## src/rtl/bit_cpt3.sv

```systemverilog
// 3-bit synchronous up-counter with count enable and synchronous active-low reset.
// Leaf counter primitive: increments once per clock while activate is high, wraps 7 -> 0.
module bit_cpt3 (
  input  logic       activate,
  input  logic       clk,
  input  logic       reset,
  output logic [2:0] cpt
);

  localparam int WIDTH = 3;

  logic [WIDTH-1:0] cptNext;

  // Increment wraps naturally at the register width, so no saturation or flag logic.
  always_comb begin
    cptNext = cpt;
    if (activate) begin
      cptNext = cpt + 3'd1;
    end
  end

  always_ff @(posedge clk) begin
    if (!reset) begin
      cpt <= '0;
    end else begin
      cpt <= cptNext;
    end
  end

endmodule

```

## config.mk

```make
export PLATFORM = sky130hd
export DESIGN_NAME = bit_cpt3
export DESIGN_NICKNAME = d
export VERILOG_FILES = /design/src/rtl/bit_cpt3.sv
export SDC_FILE = /design/constraint.sdc
export NUM_CORES = 1
export LEC_CHECK = 0
export BUFFER_PORTS_ARGS = -buffer_cell sky130_fd_sc_hd__buf_2
export CAP_MARGIN = 40
export CORE_AREA = 5 5 42 44
export CTS_BUF_LIST = sky130_fd_sc_hd__clkbuf_4 sky130_fd_sc_hd__clkbuf_8 sky130_fd_sc_hd__clkbuf_16
export CTS_CLUSTER_DIAMETER = 150
export DETAILED_ROUTE_END_ITERATION = 10
export DIE_AREA = 0 0 47 49
export HOLD_SLACK_MARGIN = 0.12
export PLACE_DENSITY = 0.3
export SYNTH_ARGS = -nofsm -noshare
export SYNTH_HDL_FRONTEND = slang
export SYNTH_SLANG_ARGS = --single-unit
export TNS_END_PERCENT = 10
```

## constraint.sdc

```tcl
create_clock -name clk -period 0.8 [get_ports clk]
set_input_delay 0.04 -clock clk [delete_from_list [all_inputs] [get_ports clk]]
set_output_delay 0.04 -clock clk [all_outputs]
set_load 0.01 [all_outputs]
```

==> results of run 1 <==
## Yosys cell counts, drive strengths merged
cell    number  area (sq um)
mux2i        2         20.02
nand2b       1         6.260
dfxtp        3         60.06
ha           1         12.51
and2         1         6.260
nor2b        1         6.260
nand2        2         7.510
xor2         1         8.760
## layout by cell type (no fill, tap or decap)
| master | n |
|---|---|
| sky130_fd_sc_hd__clkbuf_4 | 4 |
| sky130_fd_sc_hd__buf_2 | 3 |
| sky130_fd_sc_hd__nand2_1 | 2 |
| sky130_fd_sc_hd__dfxtp_2 | 2 |
| sky130_fd_sc_hd__buf_6 | 2 |
| sky130_fd_sc_hd__buf_4 | 2 |
| sky130_fd_sc_hd__mux2i_2 | 1 |
| sky130_fd_sc_hd__nor2b_1 | 1 |
| sky130_fd_sc_hd__xor2_1 | 1 |
| sky130_fd_sc_hd__and2_1 | 1 |
| sky130_fd_sc_hd__nand2b_1 | 1 |
| sky130_fd_sc_hd__mux2i_1 | 1 |
| sky130_fd_sc_hd__ha_4 | 1 |
| sky130_fd_sc_hd__dfxtp_1 | 1 |
| sky130_fd_sc_hd__dlygate4sd3_1 | 1 |
## cell type report
| class | instances | area, sq um | share of cell area (%) |
|---|---|---|---|
| timing repair buffer | 8 | 62.56 | 24.15 |
| sequential | 3 | 62.56 | 24.15 |
| tap | 16 | 20.02 | 7.729 |
| multi-input combinational | 9 | 83.83 | 32.37 |
| clock buffer | 4 | 30.03 | 11.59 |
## critical path: cells and delay by family (launching register included)
kind                       cells  cell delay (ps)
muxes                          1              160
DFF                            1              330
adders and majority gates      1              230
and+or+nand+nor                1               70
## path summary, 6_finish.rpt
kind | start | endpoint | depth (start not counted)
worst max register to register | cpt[1]$_SDFFE_PN0P_ | cpt[1]$_SDFFE_PN0P_ | 3
worst max-delay path | cpt[1]$_SDFFE_PN0P_ | cpt[1]$_SDFFE_PN0P_ | 3
worst min-delay path | activate | cpt[2]$_SDFFE_PN0P_ | 3
worst min register to register | cpt[2]$_SDFFE_PN0P_ | cpt[2]$_SDFFE_PN0P_ | 2
## through the flow
step                      TNS [ps]  cells
after floorplan             -86.84     12
after global placement      -102.0     35
after detailed placement    -170.1     35
after CTS                   -268.6     40
after global routing        -420.4     40
final                       -258.7     40
## where the power goes
part,total [mW],switching [mW],internal [mW],leakage [nW]
Combinational,0.0993,0.0375,0.0618,0.0755
Sequential,0.174,0.0103,0.164,0.0253
Clock,0.305,0.0840,0.221,0.0184
Total,0.578,0.132,0.447,0.119
## layer usage
metal / vias to the layer above / GRT usage (%) / part of all wire [%] / wire length (um)
met5: - / 0 / 0 / 0
met4: 0 / 4.147 / 0 / 0
met3: 0 / 3.321 / 16 / 51
met2: 6 / 4.977 / 37 / 121
met1: 53 / 3.720 / 47 / 152
li1: 63 / - / - / -
## timing repair
item | CTS | global route
setup endpoints to repair | 5 | 5
endpoints found under the hold margin | 3 | 0
resized for setup | 3 | 1
hold buffers | 1 | 0
## kinds of logic (layout without fill, tap and decap cells)
family | after synthesis | after routing | share of synthesized area [%]
flops | 3 | 3 | 47.06
fa+ha+maj | 1 | 1 | 9.802
buf+inv | 0 | 12 | 0
mux | 2 | 2 | 15.69
simple gates | 5 | 5 | 20.60
xor+xnor | 1 | 1 | 6.864
==> load_flow_metrics.sql, run 1 <==
INSERT INTO impl_metrics (metric_group, metric, value, unit) VALUES
('layout', 'area_growth', '102.9', '%'),
('sta', 'clock-skew-final', '4.616', 'ps'),
('yosys', 'synth_warnings', '0', ''),
('global_routing', 'grtUsageTotal', '4.008', '%'),
('global_routing', 'antenna_found_initial', '0', ''),
('route', 'route.vias.total', '122', ''),
('critical_path', 'critical_path_arrival', '1020', 'ps'),
('layout', 'largest-register', 'cpt', ''),
('route', 'drt_iter0_markers', '1', ''),
('yosys', 'netlist_area', '127.6', 'sq um'),
('critical_path', 'end_kind', 'flop', ''),
('clock_tree', 'cts.htree.levels', '1', ''),
('place', 'pre_cts_slack', '-137.5', 'ps'),
('layout', 'nets', '29', ''),
('floorplan', 'num_rows', '14', ''),
('layout', 'layout-drive-gt1-share', '62.50', '%'),
('floorplan', 'start_util', '9.107', '%'),
('sta', 'finalWorstSetupSlack', '-101.4', 'ps'),
('global_routing', 'grt_pass1_wl', '572', 'um'),
('sta', 'worst-slew-pin-transition', '162.3', 'ps'),
('clock_tree', 'root_buffer', 'sky130_fd_sc_hd__clkbuf_4', ''),
('place', 'placement.cell_area', '190.2', 'sq um'),
('global_routing', 'grt_max_degree', '5', ''),
('route', 'drtPass1Iterations', '2', ''),
('sta', 'period_minus_slack', '901.4', 'ps'),
('critical_path', 'r2r_slack', '-100', 'ps'),
('critical_path', 'critPathMaxStageDelay', '330', 'ps'),
('clock_tree', 'longest_clk_path_bufs', '2', ''),
('layout', 'largest_registers', 'cpt: 3 flops', ''),
('sta', 'holdWs', '148.5', 'ps'),
('floorplan', 'design.core.area', '1401', 'sq um'),
('outcome', 'failing_checks', 'setup timing', ''),
('yosys', 'post_synth_inst_count', '12', ''),
('yosys', 'yosysSeqAreaShare', '47.06', '%'),
('place', 'portBuffers', '5', ''),
('yosys', 'syn-num-nets', '16', ''),
('critical_path', 'critical_path.slowest_cell', 'sky130_fd_sc_hd__dfxtp_2', ''),
('sta', 'timing.final.max_slew_violations', '0', ''),
('layout', 'cell_area_after_layout', '259.0', 'sq um'),
('floorplan', 'die_h', '49', 'um'),
('route', 'drt-wirelength-per-cell', '8.150', 'um'),
('layout', 'nFillCells', '169', ''),
('power', 'power_per_unit_of_standard_cell_area', '2233', 'nW/um^2'),
('clock_tree', 'postCtsSetupRepairBufs', '0', ''),
('route', 'routed_via_density', '3.050', ''),
('critical_path', 'crit_path_max_fanout', '2', ''),
('sta', 'setup_viol', '5', ''),
('floorplan', 'die_w', '47', 'um'),
('clock_tree', 'cts_sinks', '3', ''),
('power', 'worst_ir_drop_vdd', '0.7423', 'mV'),
('clock_tree', 'tritoncts', 'built', ''),
('outcome', 'run_status', 'complete, but fails checks', ''),
('min_path', 'holdCritPathClass', 'in2reg', ''),
('layout', 'flip_flop_count_of_the_largest_register_all_copies_and_words_added', '3', ''),
('route', 'route.final.wire_length', '326', 'um'),
('yosys', 'synth.ff_latch_count', '3', ''),
('clock_tree', 'clkLatencyLatePin', '230', 'ps'),
('global_routing', 'grt_remaining_overflow', '0', ''),
('critical_path', 'cp_data_required_time', '910', 'ps'),
('critical_path', 'timing.critical_path.from_type', 'flop', ''),
('place', 'post-dp-hpwl', '226.7', 'um'),
('layout', 'n_antenna_cell', '0', ''),
('sta', 'max_clock_freq', '1109', 'MHz'),
('sta', 'report.final.hold_viol_count', '0', ''),
('route', 'drt_drc_violations_left', '0', ''),
('sta', 'timing.final.crit_share', '112.7', '%'),
('sta', 'rsz0062_at_grt', 'yes', ''),
('route', 'detail-route-antenna-nets', '0', ''),
('power', 'power.static_leakage', '0.1192', 'nW'),
('global_routing', 'grt_pass1_vias', '146', ''),
('power', 'p_total', '0.5784', 'mW'),
('clock_tree', 'post_cts_clock_slew_at_the_launch_and_capture_registers_of_the_worst_setup_and_hold_paths', '40', 'ps'),
('layout', 'final_cell_utilization_of_the_core', '18.48', '%'),
('clock_tree', 'cts-buffers-inserted', '3', ''),
('critical_path', 'path_cells', 'ha_4 -> mux2i_2 -> nor2b_1', ''),
('critical_path', 'worst-setup-path-type', 'reg2reg', ''),
('floorplan', 'dieArea', '2303', 'sq um'),
('place', 'routabilityCongestion', '0.6037', ''),
('floorplan', 'io_pins', '6', ''),
('yosys', 'synth.lib_cells_used.distinct', '8', ''),
('yosys', 'syn_avg_cell_area', '10.64', 'sq um'),
('run', 'max_cap_viol_count', '0', ''),
('sta', 'slew_headroom', '88.97', '%');
Power figures use the tool's default switching activity.
==> inputs of run 2 (changes only) <==
--- a/config.mk
+++ b/config.mk
@@ -12,6 +12,7 @@
 export CTS_CLUSTER_DIAMETER = 150
 export DETAILED_ROUTE_END_ITERATION = 10
 export DIE_AREA = 0 0 47 49
+export GPL_TIMING_DRIVEN = 0
 export HOLD_SLACK_MARGIN = 0.12
 export PLACE_DENSITY = 0.3
 export SYNTH_ARGS = -nofsm -noshare
==> run 2 against run 1 <==
- final cell count fell by 5.0%
- worst setup slack improved by 38 ps
- the run still ends with setup timing left
- highest routed layer unchanged
- hold slack got worse by 23 ps
==> load_flow_metrics.sql, run 2 (synthesis results as in run 1) <==
INSERT INTO impl_metrics (metric_group, metric, value, unit) VALUES
('outcome', 'run_status', 'complete, but fails checks', ''),
('outcome', 'failing_checks', 'setup timing', ''),
('clock_tree', 'tritoncts', 'built', ''),
('min_path', 'hold_path_startpoint', 'activate', ''),
('power', 'power_per_unit_of_standard_cell_area', '2355', 'nW/um^2'),
('floorplan', 'io_pins', '6', ''),
('global_routing', 'antenna_found_initial', '0', ''),
('min_path', 'holdCritPathClass', 'in2reg', ''),
('floorplan', 'design.core.area', '1401', 'sq um'),
('clock_tree', 'cts_sinks', '3', ''),
('route', 'drt-wirelength-per-cell', '8.079', 'um'),
('floorplan', 'dieArea', '2303', 'sq um'),
('sta', 'timing.final.crit_share', '107.9', '%'),
('min_path', 'hold_path_end', 'cpt[2]$_SDFFE_PN0P_', ''),
('layout', 'n_antenna_cell', '0', ''),
('layout', 'fin_cells', '38', ''),
('sta', 'period_minus_slack', '863.2', 'ps'),
('layout', 'layout-drive-gt1-share', '54.55', '%'),
('clock_tree', 'postCtsSetupRepairBufs', '0', ''),
('global_routing', 'grt_remaining_overflow', '0', ''),
('critical_path', 'end_kind', 'flop', ''),
('layout', 'area_growth', '80.39', '%'),
('route', 'drt_drc_violations_left', '0', ''),
('critical_path', 'ff2ff_path_depth', '3', ''),
('sta', 'slew_headroom', '91.23', '%'),
('sta', 'timing.final.max_slew_violations', '0', ''),
('global_routing', 'grt_pass1_wl', '510', 'um'),
('clock_tree', 'root_buffer', 'sky130_fd_sc_hd__clkbuf_4', ''),
('route', 'route.final.wire_length', '307', 'um'),
('floorplan', 'die_h', '49', 'um'),
('critical_path', 'worst-setup-path-type', 'reg2reg', ''),
('clock_tree', 'clkLatencyLatePin', '240', 'ps'),
('sta', 'finalWorstSetupSlack', '-63.25', 'ps'),
('run', 'max_cap_viol_count', '0', ''),
('global_routing', 'grt_pass1_vias', '122', ''),
('floorplan', 'start_util', '9.107', '%'),
('route', 'drtPass1Iterations', '2', ''),
('place', 'portBuffers', '5', ''),
('layout', 'largest-register', 'cpt', ''),
('clock_tree', 'cts.htree.levels', '1', ''),
('critical_path', 'timing.critical_path.from_type', 'flop', ''),
('layout', 'largest_registers', 'cpt: 3 flops', ''),
('sta', 'max_clock_freq', '1158', 'MHz'),
('sta', 'rsz0062_at_grt', 'yes', ''),
('layout', 'flip_flop_count_of_the_largest_register_all_copies_and_words_added', '3', ''),
('sta', 'holdWs', '125.1', 'ps'),
('critical_path', 'r2r-start', 'cpt[1]$_SDFFE_PN0P_', ''),
('power', 'worst_ir_drop_vdd', '0.3574', 'mV'),
('route', 'route.vias.total', '121', ''),
('route', 'drt_iter0_markers', '1', ''),
('clock_tree', 'post_cts_clock_slew_at_the_launch_and_capture_registers_of_the_worst_setup_and_hold_paths', '40', 'ps'),
('critical_path', 'critical_path_arrival', '980', 'ps'),
('clock_tree', 'cts-buffers-inserted', '3', ''),
('place', 'place_inst', '33', ''),
('route', 'routed_via_density', '3.184', ''),
('power', 'power.static_leakage', '0.1092', 'nW'),
('sta', 'setup_viol', '2', ''),
('critical_path', 'cp_data_required_time', '920', 'ps'),
('layout', 'most_common_cell_after_layout_fill_and_taps_aside', 'sky130_fd_sc_hd__buf_2', ''),
('critical_path', 'r2r_slack', '-60', 'ps'),
('route', 'detail-route-antenna-nets', '0', ''),
('min_path', 'whs_path_depth', '3', ''),
('power', 'p_total', '0.5422', 'mW'),
('critical_path', 'critical_path.reg2reg.endpoint', 'cpt[1]$_SDFFE_PN0P_', ''),
('clock_tree', 'longest_clk_path_bufs', '2', ''),
('sta', 'worst-slew-pin-transition', '127.9', 'ps'),
('floorplan', 'die_w', '47', 'um'),
('floorplan', 'num_rows', '14', ''),
('sta', 'report.final.hold_viol_count', '0', ''),
('sta', 'final_tns_setup', '-83.41', 'ps'),
('global_routing', 'grt_max_degree', '5', ''),
('critical_path', 'crit_path_max_fanout', '3', ''),
('sta', 'clock-skew-final', '7.694', 'ps'),
('layout', 'layout.cells.most_common_list', '5 x sky130_fd_sc_hd__buf_2, 4 x sky130_fd_sc_hd__clkbuf_4, 2 x sky130_fd_sc_hd__mux2i_1, 2 x sky130_fd_sc_hd__nand2_1', ''),
('global_routing', 'grtUsageTotal', '3.941', '%'),
('place', 'routabilityCongestion', '0.6023', ''),
('layout', 'nets', '27', '');
## run 2: cell types whose count changed in the layout (fill, tap and decap cells not counted)
cell / before / now
sky130_fd_sc_hd__dfxtp_4: 0 / 1
sky130_fd_sc_hd__dfxtp_2: 2 / 1
sky130_fd_sc_hd__mux2i_2: 1 / 0
sky130_fd_sc_hd__mux2i_1: 1 / 2
sky130_fd_sc_hd__buf_2: 3 / 5
sky130_fd_sc_hd__buf_6: 2 / 0
sky130_fd_sc_hd__buf_4: 2 / 0
## run 2: layer usage
metal | vias to the layer above | part of all wire, % | global-route usage, %
met5 | - | 0 | 0
met2 | 8 | 34 | 2.715
li1 | 59 | - | -
met4 | 0 | 0 | 5.530
met3 | 0 | 16 | 4.797
met1 | 54 | 49 | 4.167
## run 2: worst max-delay path by stage
| stage | cells after the start | startpoint | to | slack (ps) |
|---|---|---|---|---|
| after CTS | 3 | cpt[0]$_SDFFE_PN0P_ | cpt[1]$_SDFFE_PN0P_ | -70 |
| final | 3 | cpt[1]$_SDFFE_PN0P_ | cpt[1]$_SDFFE_PN0P_ | -60 |
| after global placement | 3 | cpt[1]$_SDFFE_PN0P_ | cpt[1]$_SDFFE_PN0P_ | -80 |
| after detailed placement | 3 | cpt[1]$_SDFFE_PN0P_ | cpt[1]$_SDFFE_PN0P_ | -120 |
| after floorplan | 3 | cpt[1]$_SDFFE_PN0P_ | cpt[1]$_SDFFE_PN0P_ | -90 |
| after global routing | 3 | cpt[1]$_SDFFE_PN0P_ | cpt[1]$_SDFFE_PN0P_ | -100 |
## run 2: area by class of cell
cell class	count	area, sq um
Timing Repair Buffer	6	35.03
Fill cell	166	1171
Multi-Input combinational cell	9	80.08
Tap cell	16	20.02
Clock buffer	4	30.03
Sequential cell	3	65.06
## run 2: report_power, final
| group | switching (mW) | leakage [nW] | internal, mW |
|---|---|---|---|
| combinational | 0.0247 | 0.0652 | 0.0332 |
| sequential | 0.0129 | 0.0256 | 0.163 |
| clock | 0.0870 | 0.0184 | 0.221 |
## run 2: timing repair
| action | 4_1_cts | 5_1_grt |
|---|---|---|
| hold buffers | 1 | 0 |
| endpoints found under the hold margin | 3 | 0 |
| gates resized for setup | 1 | 1 |
| endpoints found under the setup margin | 2 | 3 |
## run 2: per-stage QoR
step / setup slack [ps] / util [%] / area (sq um)
floorplan: -86.15 / - / 130.1
global placement: -79.40 / 12.50 / 175.2
detailed placement: -120.4 / 12.50 / 175.2
CTS: -66.99 / 16.25 / 227.7
global route: -101.0 / 16.43 / 230.2
finish: -63.25 / 16.43 / 230.2
## run 2: worst max-delay path: stages (launching register included)
cell	delay, ps
sky130_fd_sc_hd__dfxtp_2	330
sky130_fd_sc_hd__ha_4	230
sky130_fd_sc_hd__mux2i_1	130
sky130_fd_sc_hd__nor2b_1	60
